<file path="src/rtl/mem_port_arbiter_if.sv">
// mem_port_arbiter_if
//   Bundles the two CPU-side masters (M0 fetch, M1 load/store), the shared
//   Avalon-MM memory command/response, and the current-owner indication.
//   modport slave  : arbiter view (consumes i_*, drives o_*)
//   modport master : environment view (drives i_*, observes o_*)
// Ports (signals):
//   i_m0_addr/read/burstcount, o_m0_waitrequest/readdata/readdatavalid
//   i_m1_addr/read/write/writedata/byteenable,
//   o_m1_waitrequest/readdata/readdatavalid
//   o_addr/read/write/writedata/byteenable/burstcount (memory command)
//   i_waitrequest/readdata/readdatavalid (memory response)
//   o_owner (one-hot {M1,M0}, 00 when idle)
interface mem_port_arbiter_if #(
    parameter int P_ADDR_BITS  = 32,
    parameter int P_DATA_BITS  = 32,
    parameter int P_BURST_BITS = 8
);
    logic [P_ADDR_BITS-1:0]   i_m0_addr;
    logic                     i_m0_read;
    logic [P_BURST_BITS-1:0]  i_m0_burstcount;
    logic                     o_m0_waitrequest;
    logic [P_DATA_BITS-1:0]   o_m0_readdata;
    logic                     o_m0_readdatavalid;

    logic [P_ADDR_BITS-1:0]   i_m1_addr;
    logic                     i_m1_read;
    logic                     i_m1_write;
    logic [P_DATA_BITS-1:0]   i_m1_writedata;
    logic [P_DATA_BITS/8-1:0] i_m1_byteenable;
    logic                     o_m1_waitrequest;
    logic [P_DATA_BITS-1:0]   o_m1_readdata;
    logic                     o_m1_readdatavalid;

    logic [P_ADDR_BITS-1:0]   o_addr;
    logic                     o_read;
    logic                     o_write;
    logic [P_DATA_BITS-1:0]   o_writedata;
    logic [P_DATA_BITS/8-1:0] o_byteenable;
    logic [P_BURST_BITS-1:0]  o_burstcount;
    logic                     i_waitrequest;
    logic [P_DATA_BITS-1:0]   i_readdata;
    logic                     i_readdatavalid;

    logic [1:0]               o_owner;

    modport slave (
        input  i_m0_addr, i_m0_read, i_m0_burstcount,
        output o_m0_waitrequest, o_m0_readdata, o_m0_readdatavalid,
        input  i_m1_addr, i_m1_read, i_m1_write, i_m1_writedata, i_m1_byteenable,
        output o_m1_waitrequest, o_m1_readdata, o_m1_readdatavalid,
        output o_addr, o_read, o_write, o_writedata, o_byteenable, o_burstcount,
        input  i_waitrequest, i_readdata, i_readdatavalid,
        output o_owner
    );

    modport master (
        output i_m0_addr, i_m0_read, i_m0_burstcount,
        input  o_m0_waitrequest, o_m0_readdata, o_m0_readdatavalid,
        output i_m1_addr, i_m1_read, i_m1_write, i_m1_writedata, i_m1_byteenable,
        input  o_m1_waitrequest, o_m1_readdata, o_m1_readdatavalid,
        input  o_addr, o_read, o_write, o_writedata, o_byteenable, o_burstcount,
        output i_waitrequest, i_readdata, i_readdatavalid,
        input  o_owner
    );
endinterface

</file>
<file path="src/rtl/mem_port_arbiter.sv">
// mem_port_arbiter
//   Shares one Avalon-MM memory port between the instruction fetch master
//   (M0, read-only, bursting) and the load/store master (M1, single beat).
//   One transaction outstanding; the grant is held until a write is accepted
//   or every beat of a read burst has returned. Read data fans out to both
//   masters; readdatavalid goes only to the owner while in the data phase.
// Ports:
//   clk  - clock
//   rst  - asynchronous reset, active-high
//   bus  - mem_port_arbiter_if.slave (master requests, memory command and
//          response, o_owner)
// Configuration:
//   MEM_PORT_ARB_RR_EN defined  : round-robin on ties (master not served
//                                 last wins; first tie goes to M0)
//   MEM_PORT_ARB_RR_EN undefined: fixed priority, M1 beats M0
module mem_port_arbiter #(
    parameter int P_ADDR_BITS  = 32,
    parameter int P_DATA_BITS  = 32,
    parameter int P_BURST_BITS = 8
) (
    input  logic                clk,
    input  logic                rst,
    mem_port_arbiter_if.slave   bus
);
    typedef enum logic [1:0] {ST_IDLE, ST_GRANT, ST_RDWAIT} state_t;

    state_t                  state_q, state_d;
    logic [1:0]              owner_q, owner_d;
    logic [P_BURST_BITS-1:0] cnt_q,   cnt_d;

    logic                    m0_req, m1_req, pick_m1;
    logic                    cmd_rd, cmd_wr;
    logic [P_BURST_BITS-1:0] m0_burst;

    assign m0_req   = bus.i_m0_read;
    assign m1_req   = bus.i_m1_read | bus.i_m1_write;
    // A zero burstcount from the fetch unit is issued as a single beat.
    assign m0_burst = (bus.i_m0_burstcount == '0) ? P_BURST_BITS'(1) : bus.i_m0_burstcount;

`ifdef MEM_PORT_ARB_RR_EN
    logic last_m1_q;
    assign pick_m1 = m1_req & (~m0_req | ~last_m1_q);

    always_ff @(posedge clk or posedge rst) begin
        if (rst)
            last_m1_q <= 1'b1;
        else if (state_q == ST_IDLE && (m0_req | m1_req))
            last_m1_q <= pick_m1;
    end
`else
    assign pick_m1 = m1_req;
`endif

    always_ff @(posedge clk or posedge rst) begin
        if (rst) begin
            state_q <= ST_IDLE;
            owner_q <= '0;
            cnt_q   <= '0;
        end else begin
            state_q <= state_d;
            owner_q <= owner_d;
            cnt_q   <= cnt_d;
        end
    end

    assign bus.o_m0_readdata = bus.i_readdata;
    assign bus.o_m1_readdata = bus.i_readdata;
    assign bus.o_owner       = owner_q;

    always_comb begin
        state_d                = state_q;
        owner_d                = owner_q;
        cnt_d                  = cnt_q;
        cmd_rd                 = 1'b0;
        cmd_wr                 = 1'b0;
        bus.o_addr             = '0;
        bus.o_writedata        = '0;
        bus.o_byteenable       = '0;
        bus.o_burstcount       = P_BURST_BITS'(1);
        bus.o_m0_waitrequest   = 1'b1;
        bus.o_m1_waitrequest   = 1'b1;
        bus.o_m0_readdatavalid = 1'b0;
        bus.o_m1_readdatavalid = 1'b0;

        case (state_q)
            ST_IDLE: begin
                if (m0_req | m1_req) begin
                    state_d = ST_GRANT;
                    owner_d = pick_m1 ? 2'b10 : 2'b01;
                end
            end
            ST_GRANT: begin
                if (owner_q[1]) begin
                    cmd_rd               = bus.i_m1_read;
                    cmd_wr               = bus.i_m1_write;
                    bus.o_addr           = bus.i_m1_addr;
                    bus.o_writedata      = bus.i_m1_writedata;
                    bus.o_byteenable     = bus.i_m1_byteenable;
                    bus.o_m1_waitrequest = bus.i_waitrequest;
                end else begin
                    cmd_rd               = bus.i_m0_read;
                    bus.o_addr           = bus.i_m0_addr;
                    bus.o_burstcount     = m0_burst;
                    bus.o_m0_waitrequest = bus.i_waitrequest;
                end
                if (!(cmd_rd | cmd_wr)) begin
                    // Owner withdrew before acceptance: nothing was issued.
                    state_d = ST_IDLE;
                    owner_d = '0;
                end else if (!bus.i_waitrequest) begin
                    if (cmd_wr) begin
                        state_d = ST_IDLE;
                        owner_d = '0;
                    end else begin
                        state_d = ST_RDWAIT;
                        cnt_d   = owner_q[1] ? P_BURST_BITS'(1) : m0_burst;
                    end
                end
            end
            ST_RDWAIT: begin
                bus.o_m0_readdatavalid = owner_q[0] & bus.i_readdatavalid;
                bus.o_m1_readdatavalid = owner_q[1] & bus.i_readdatavalid;
                if (bus.i_readdatavalid) begin
                    cnt_d = cnt_q - P_BURST_BITS'(1);
                    if (cnt_q == P_BURST_BITS'(1)) begin
                        state_d = ST_IDLE;
                        owner_d = '0;
                    end
                end
            end
            default: begin
                state_d = ST_IDLE;
                owner_d = '0;
            end
        endcase

        bus.o_read  = cmd_rd;
        bus.o_write = cmd_wr;
    end
endmodule

</file>
<file path="src/flat_wrapper.sv">
// flat-port wrapper written by rule: the top's interface ports become plain ports
module mem_port_arbiter_flat 
#(
    parameter int P_ADDR_BITS  = 32,
    parameter int P_DATA_BITS  = 32,
    parameter int P_BURST_BITS = 8
)
  (clk, rst, bus_i_m0_addr, bus_i_m0_read, bus_i_m0_burstcount, bus_o_m0_waitrequest, bus_o_m0_readdata, bus_o_m0_readdatavalid, bus_i_m1_addr, bus_i_m1_read, bus_i_m1_write, bus_i_m1_writedata, bus_i_m1_byteenable, bus_o_m1_waitrequest, bus_o_m1_readdata, bus_o_m1_readdatavalid, bus_o_addr, bus_o_read, bus_o_write, bus_o_writedata, bus_o_byteenable, bus_o_burstcount, bus_i_waitrequest, bus_i_readdata, bus_i_readdatavalid, bus_o_owner);
  mem_port_arbiter_if #(.P_ADDR_BITS(P_ADDR_BITS), .P_DATA_BITS(P_DATA_BITS), .P_BURST_BITS(P_BURST_BITS)) bus_i ();
  input  logic clk;
  input  logic rst;
  input wire logic [$bits(bus_i.i_m0_addr)-1:0] bus_i_m0_addr;
  input wire logic [$bits(bus_i.i_m0_read)-1:0] bus_i_m0_read;
  input wire logic [$bits(bus_i.i_m0_burstcount)-1:0] bus_i_m0_burstcount;
  output wire logic [$bits(bus_i.o_m0_waitrequest)-1:0] bus_o_m0_waitrequest;
  output wire logic [$bits(bus_i.o_m0_readdata)-1:0] bus_o_m0_readdata;
  output wire logic [$bits(bus_i.o_m0_readdatavalid)-1:0] bus_o_m0_readdatavalid;
  input wire logic [$bits(bus_i.i_m1_addr)-1:0] bus_i_m1_addr;
  input wire logic [$bits(bus_i.i_m1_read)-1:0] bus_i_m1_read;
  input wire logic [$bits(bus_i.i_m1_write)-1:0] bus_i_m1_write;
  input wire logic [$bits(bus_i.i_m1_writedata)-1:0] bus_i_m1_writedata;
  input wire logic [$bits(bus_i.i_m1_byteenable)-1:0] bus_i_m1_byteenable;
  output wire logic [$bits(bus_i.o_m1_waitrequest)-1:0] bus_o_m1_waitrequest;
  output wire logic [$bits(bus_i.o_m1_readdata)-1:0] bus_o_m1_readdata;
  output wire logic [$bits(bus_i.o_m1_readdatavalid)-1:0] bus_o_m1_readdatavalid;
  output wire logic [$bits(bus_i.o_addr)-1:0] bus_o_addr;
  output wire logic [$bits(bus_i.o_read)-1:0] bus_o_read;
  output wire logic [$bits(bus_i.o_write)-1:0] bus_o_write;
  output wire logic [$bits(bus_i.o_writedata)-1:0] bus_o_writedata;
  output wire logic [$bits(bus_i.o_byteenable)-1:0] bus_o_byteenable;
  output wire logic [$bits(bus_i.o_burstcount)-1:0] bus_o_burstcount;
  input wire logic [$bits(bus_i.i_waitrequest)-1:0] bus_i_waitrequest;
  input wire logic [$bits(bus_i.i_readdata)-1:0] bus_i_readdata;
  input wire logic [$bits(bus_i.i_readdatavalid)-1:0] bus_i_readdatavalid;
  output wire logic [$bits(bus_i.o_owner)-1:0] bus_o_owner;
  assign bus_i.i_m0_addr = bus_i_m0_addr;
  assign bus_i.i_m0_read = bus_i_m0_read;
  assign bus_i.i_m0_burstcount = bus_i_m0_burstcount;
  assign bus_o_m0_waitrequest = bus_i.o_m0_waitrequest;
  assign bus_o_m0_readdata = bus_i.o_m0_readdata;
  assign bus_o_m0_readdatavalid = bus_i.o_m0_readdatavalid;
  assign bus_i.i_m1_addr = bus_i_m1_addr;
  assign bus_i.i_m1_read = bus_i_m1_read;
  assign bus_i.i_m1_write = bus_i_m1_write;
  assign bus_i.i_m1_writedata = bus_i_m1_writedata;
  assign bus_i.i_m1_byteenable = bus_i_m1_byteenable;
  assign bus_o_m1_waitrequest = bus_i.o_m1_waitrequest;
  assign bus_o_m1_readdata = bus_i.o_m1_readdata;
  assign bus_o_m1_readdatavalid = bus_i.o_m1_readdatavalid;
  assign bus_o_addr = bus_i.o_addr;
  assign bus_o_read = bus_i.o_read;
  assign bus_o_write = bus_i.o_write;
  assign bus_o_writedata = bus_i.o_writedata;
  assign bus_o_byteenable = bus_i.o_byteenable;
  assign bus_o_burstcount = bus_i.o_burstcount;
  assign bus_i.i_waitrequest = bus_i_waitrequest;
  assign bus_i.i_readdata = bus_i_readdata;
  assign bus_i.i_readdatavalid = bus_i_readdatavalid;
  assign bus_o_owner = bus_i.o_owner;
  mem_port_arbiter #(.P_ADDR_BITS(P_ADDR_BITS), .P_DATA_BITS(P_DATA_BITS), .P_BURST_BITS(P_BURST_BITS)) u_core (.clk(clk), .rst(rst), .bus(bus_i));
endmodule
</file>
<file path="config.mk">
export PLATFORM = sky130hd
export DESIGN_NAME = mem_port_arbiter_flat
export DESIGN_NICKNAME = d
export VERILOG_FILES = /design/src/rtl/mem_port_arbiter_if.sv /design/src/rtl/mem_port_arbiter.sv /design/src/flat_wrapper.sv
export SDC_FILE = /design/constraint.sdc
export NUM_CORES = 1
export LEC_CHECK = 0
export ABC_AREA = 1
export BUFFER_PORTS_ARGS = -buffer_cell sky130_fd_sc_hd__buf_4
export CAP_MARGIN = 15
export CORE_AREA = 10 10 105 107
export DETAILED_ROUTE_END_ITERATION = 10
export DIE_AREA = 0 0 115 117
export PLACE_DENSITY = 0.63
export SETUP_SLACK_MARGIN = 0.05
export SLEW_MARGIN = 10
export SYNTH_ARGS = -nofsm -noshare
export SYNTH_HDL_FRONTEND = slang
export SYNTH_SLANG_ARGS = --single-unit
</file>
<file path="constraint.sdc">
create_clock -name clk -period 3.7 [get_ports clk]
set_input_delay 0.555 -clock clk [delete_from_list [all_inputs] [get_ports clk]]
set_output_delay 0.555 -clock clk [all_outputs]
set_load 0.02 [all_outputs]
</file>
==> flow_metrics.env <==
export IMPL_path_common_cell="buf_4"
export IMPL_drc=0
export IMPL_gp_congestion=0.8579
export IMPL_status="complete, no violations"
export IMPL_post_cts_resize_count=0
export IMPL_finalWirelength_um=10720
export IMPL_cp_required_ns=3.14
export IMPL_final_max_slew_viol_count=0
export IMPL_post_cts_buffers=0
export IMPL_timing_rr_start="u_core.bus.o_owner[1]"
export IMPL_ys_seq_elements=12
export IMPL_drt_initial_drc_count=128
export IMPL_clk_pin_slew_ns=0.06
export IMPL_grt_pass1_vias=2622
export IMPL_critPathKind="flop to primary output"
export IMPL_rsz0062_at_grt="false"
export IMPL_r2r_slack_ns=1.71
export IMPL_die_area_um2=13460
export IMPL_fin_cells=578
export IMPL_slew_headroom_pct=47.21
export IMPL_hold_path_class="input pin to asynchronous set/reset pin"
export IMPL_grt_met1_usage_pct=15.13
export IMPL_cts_sinks=12
export IMPL_clk_latency_ns=0.24
export IMPL_fin_crit_ns=2.451
export IMPL_arrival_ns=1.90
export IMPL_drtPass1Iterations=5
export IMPL_slowest_delay_ns=0.43
export IMPL_placementRows=35
export IMPL_tns_ns=0
export IMPL_drive_above_1_share_pct=46.47
export IMPL_r2r_worst_path_cells=8
export IMPL_synthSimpleGateAreaFrac_pct=35.90
export IMPL_grt_use_total_pct=13.82
export IMPL_crit_slowest_cell="dfrtp_1"
export IMPL_die_width_um=115
export IMPL_vias=2588
export IMPL_ys_flop_type="dfrtp_1"
export IMPL_leakage_uw=0.001798
export IMPL_syn_cell_area_um2=2081
export IMPL_synth_edff_count=0
export IMPL_grt_pass1_wl_um=15040
export IMPL_crit_family="buffers and inverters"
export IMPL_cp_cell_sequence="nand2_2, buf_4, nor2_2, buf_4, a22o_1, buf_4"
export IMPL_synth_mux_area_share_pct=0
export IMPL_synth_cell_types=26
export IMPL_holdBufCountCts=0
export IMPL_coreArea_um2=9021
export IMPL_cts_buffers=3
export IMPL_met2_usage_pct=23.50
export IMPL_synth_area_per_cell_um2=6.066
export IMPL_worst_path_max_fanout=44
export IMPL_fin_crit_sh_pct=66.24
export IMPL_synth_xor_area_share_pct=0.4209
export IMPL_io_buffers=198
export IMPL_ctsLongestPathBuffers=2
export IMPL_fin_nets=617
export IMPL_wire_per_inst_um=18.55
export IMPL_hpwl_um=9383
export IMPL_die_y_um=117
export IMPL_power_density_nw_per_um2=668.0
export IMPL_diodes=0
export IMPL_mostFrequentLayoutCells="201 x buf_4, 79 x nand2_1, 64 x nor2_1"
export IMPL_grt_remaining_overflow=0
export IMPL_cp_end_kind="primary output"
export IMPL_regToRegEndpoint="u_core.cnt_q[2]"
export IMPL_dp_cells=574
export IMPL_finalSetupViolations=0
export IMPL_maxCapViolations=0
export IMPL_start_kind="flop"
export IMPL_postSynthCellCount=343
export IMPL_grt_use_met3_pct=7.034
export IMPL_tightest_slew_ns=0.7900
export IMPL_ys_seq_area_share_pct=14.43
export IMPL_max_freq_mhz=408.0
export IMPL_initial_core_util_pct=23.07
export IMPL_synth_top_area_cell="buf_4"
export IMPL_ant_nets=0
export IMPL_busiest_layer="met2"
export IMPL_fin_skew_ns=0.003914
export IMPL_ios=295
export IMPL_synthesis_nets=492
export IMPL_synth_compound_area_share_pct=16.96
export IMPL_grt_start_max_net_pins=45
export IMPL_synth_fa_ha_area_share_pct=1.203
export IMPL_synth_top_family_by_area="simple AND/OR/NAND/NOR gates"
export IMPL_synth_top_cell_area_share_pct=23.45
export IMPL_syn_to_final_growth_pct=54.72
export IMPL_cts_max_level=1
export IMPL_irDropWorstVdd_mv=0.2703
export IMPL_viasPerCell=4.478
export IMPL_crit_buf_inv=3
export IMPL_ys_async_sr_fraction_pct=100.0
export IMPL_root_buffer="clkbuf_8"
export IMPL_cts_tree="built"
export IMPL_final_common_cell="buf_4"
export IMPL_antenna_found_initial=0
export IMPL_yosysWarnings=0
export IMPL_hold_violations=0
export IMPL_synth_area_top_cells="buf_4 23%, dfrtp_1 14%, nand2_1 14%"
[area by class of cell]
type	instances	area [um^2]
clock buffer	4	55.05
fill	972	5802
inverter	22	82.58
multi-input combinational	228	1134
sequential	12	300.3
tap	111	138.9
timing repair buffer	201	1509
[cells by family (layout without fill, tap and decap cells)]
group	count (synthesis)	in the layout
AO/OA/AOI/OAI	46	46
XOR/XNOR	1	1
adder cells (fa/ha/maj)	2	2
buffers and inverters	103	227
flip-flops	12	12
AND/OR/NAND/NOR	179	179
[per-stage QoR]
stage          hold WS [ns]  worst slack (ns)  instance area (um^2)  util [%]  total power, uW
2_1_floorplan        0.4197             1.806                  2081         -             1454
3_3_place_gp         0.4964             1.516                  3164     35.08             2006
3_5_place_dp         0.4973             1.499                  3164     35.08             2030
4_1_cts              0.3600             1.236                  3219     35.69             2182
5_1_grt              0.3755             1.038                  3219     35.69             2343
6_report             0.3344             1.249                  3219     35.69             2151
[flip-flops by register name, summed over array words and instances (netlist names)]
signal              flops
u_core.bus.o_owner      2
u_core.state_q          2
u_core.cnt_q            8
[cell usage after synthesis (all sizes together), types with 2 or more instances]
library cell,instances
nor2,68
dfrtp,12
ha,2
nor3,6
buf,73
clkbuf,8
inv,22
a22o,32
nand4,2
a21oi,2
nand2,82
o21ai,11
nand3,19
[worst max path at each step]
stage,cells past startpoint,endpoint,slack [ns],startpoint
floorplan,5,bus_o_burstcount[2],1.81,u_core.bus.o_owner[1]
global placement,5,bus_o_addr[29],1.52,u_core.bus.o_owner[1]
detailed placement,4,bus_o_burstcount[5],1.50,u_core.bus.o_owner[1]
CTS,4,bus_o_burstcount[5],1.24,u_core.bus.o_owner[1]
global route,4,bus_o_burstcount[5],1.04,u_core.bus.o_owner[1]
finish,6,bus_o_addr[27],1.25,u_core.state_q[0]
[where the power goes]
part           switching (uW)  leakage [uW]  internal [uW]  total [uW]
logic                    1050       0.00162            689        1740
clock network            50.5     0.0000288           94.0         145
registers                73.6      0.000153            189         263
[routing by layer]
layer / vias up / wire [um] / share of wire (%)
li1: 1285 / - / -
met1: 1161 / 3708 / 35
met2: 133 / 5570 / 52
met3: 9 / 1350 / 13
met4: 0 / 94 / 0.88
met5: - / 0 / 0
No activity file was read; power rests on OpenSTA's default activity.
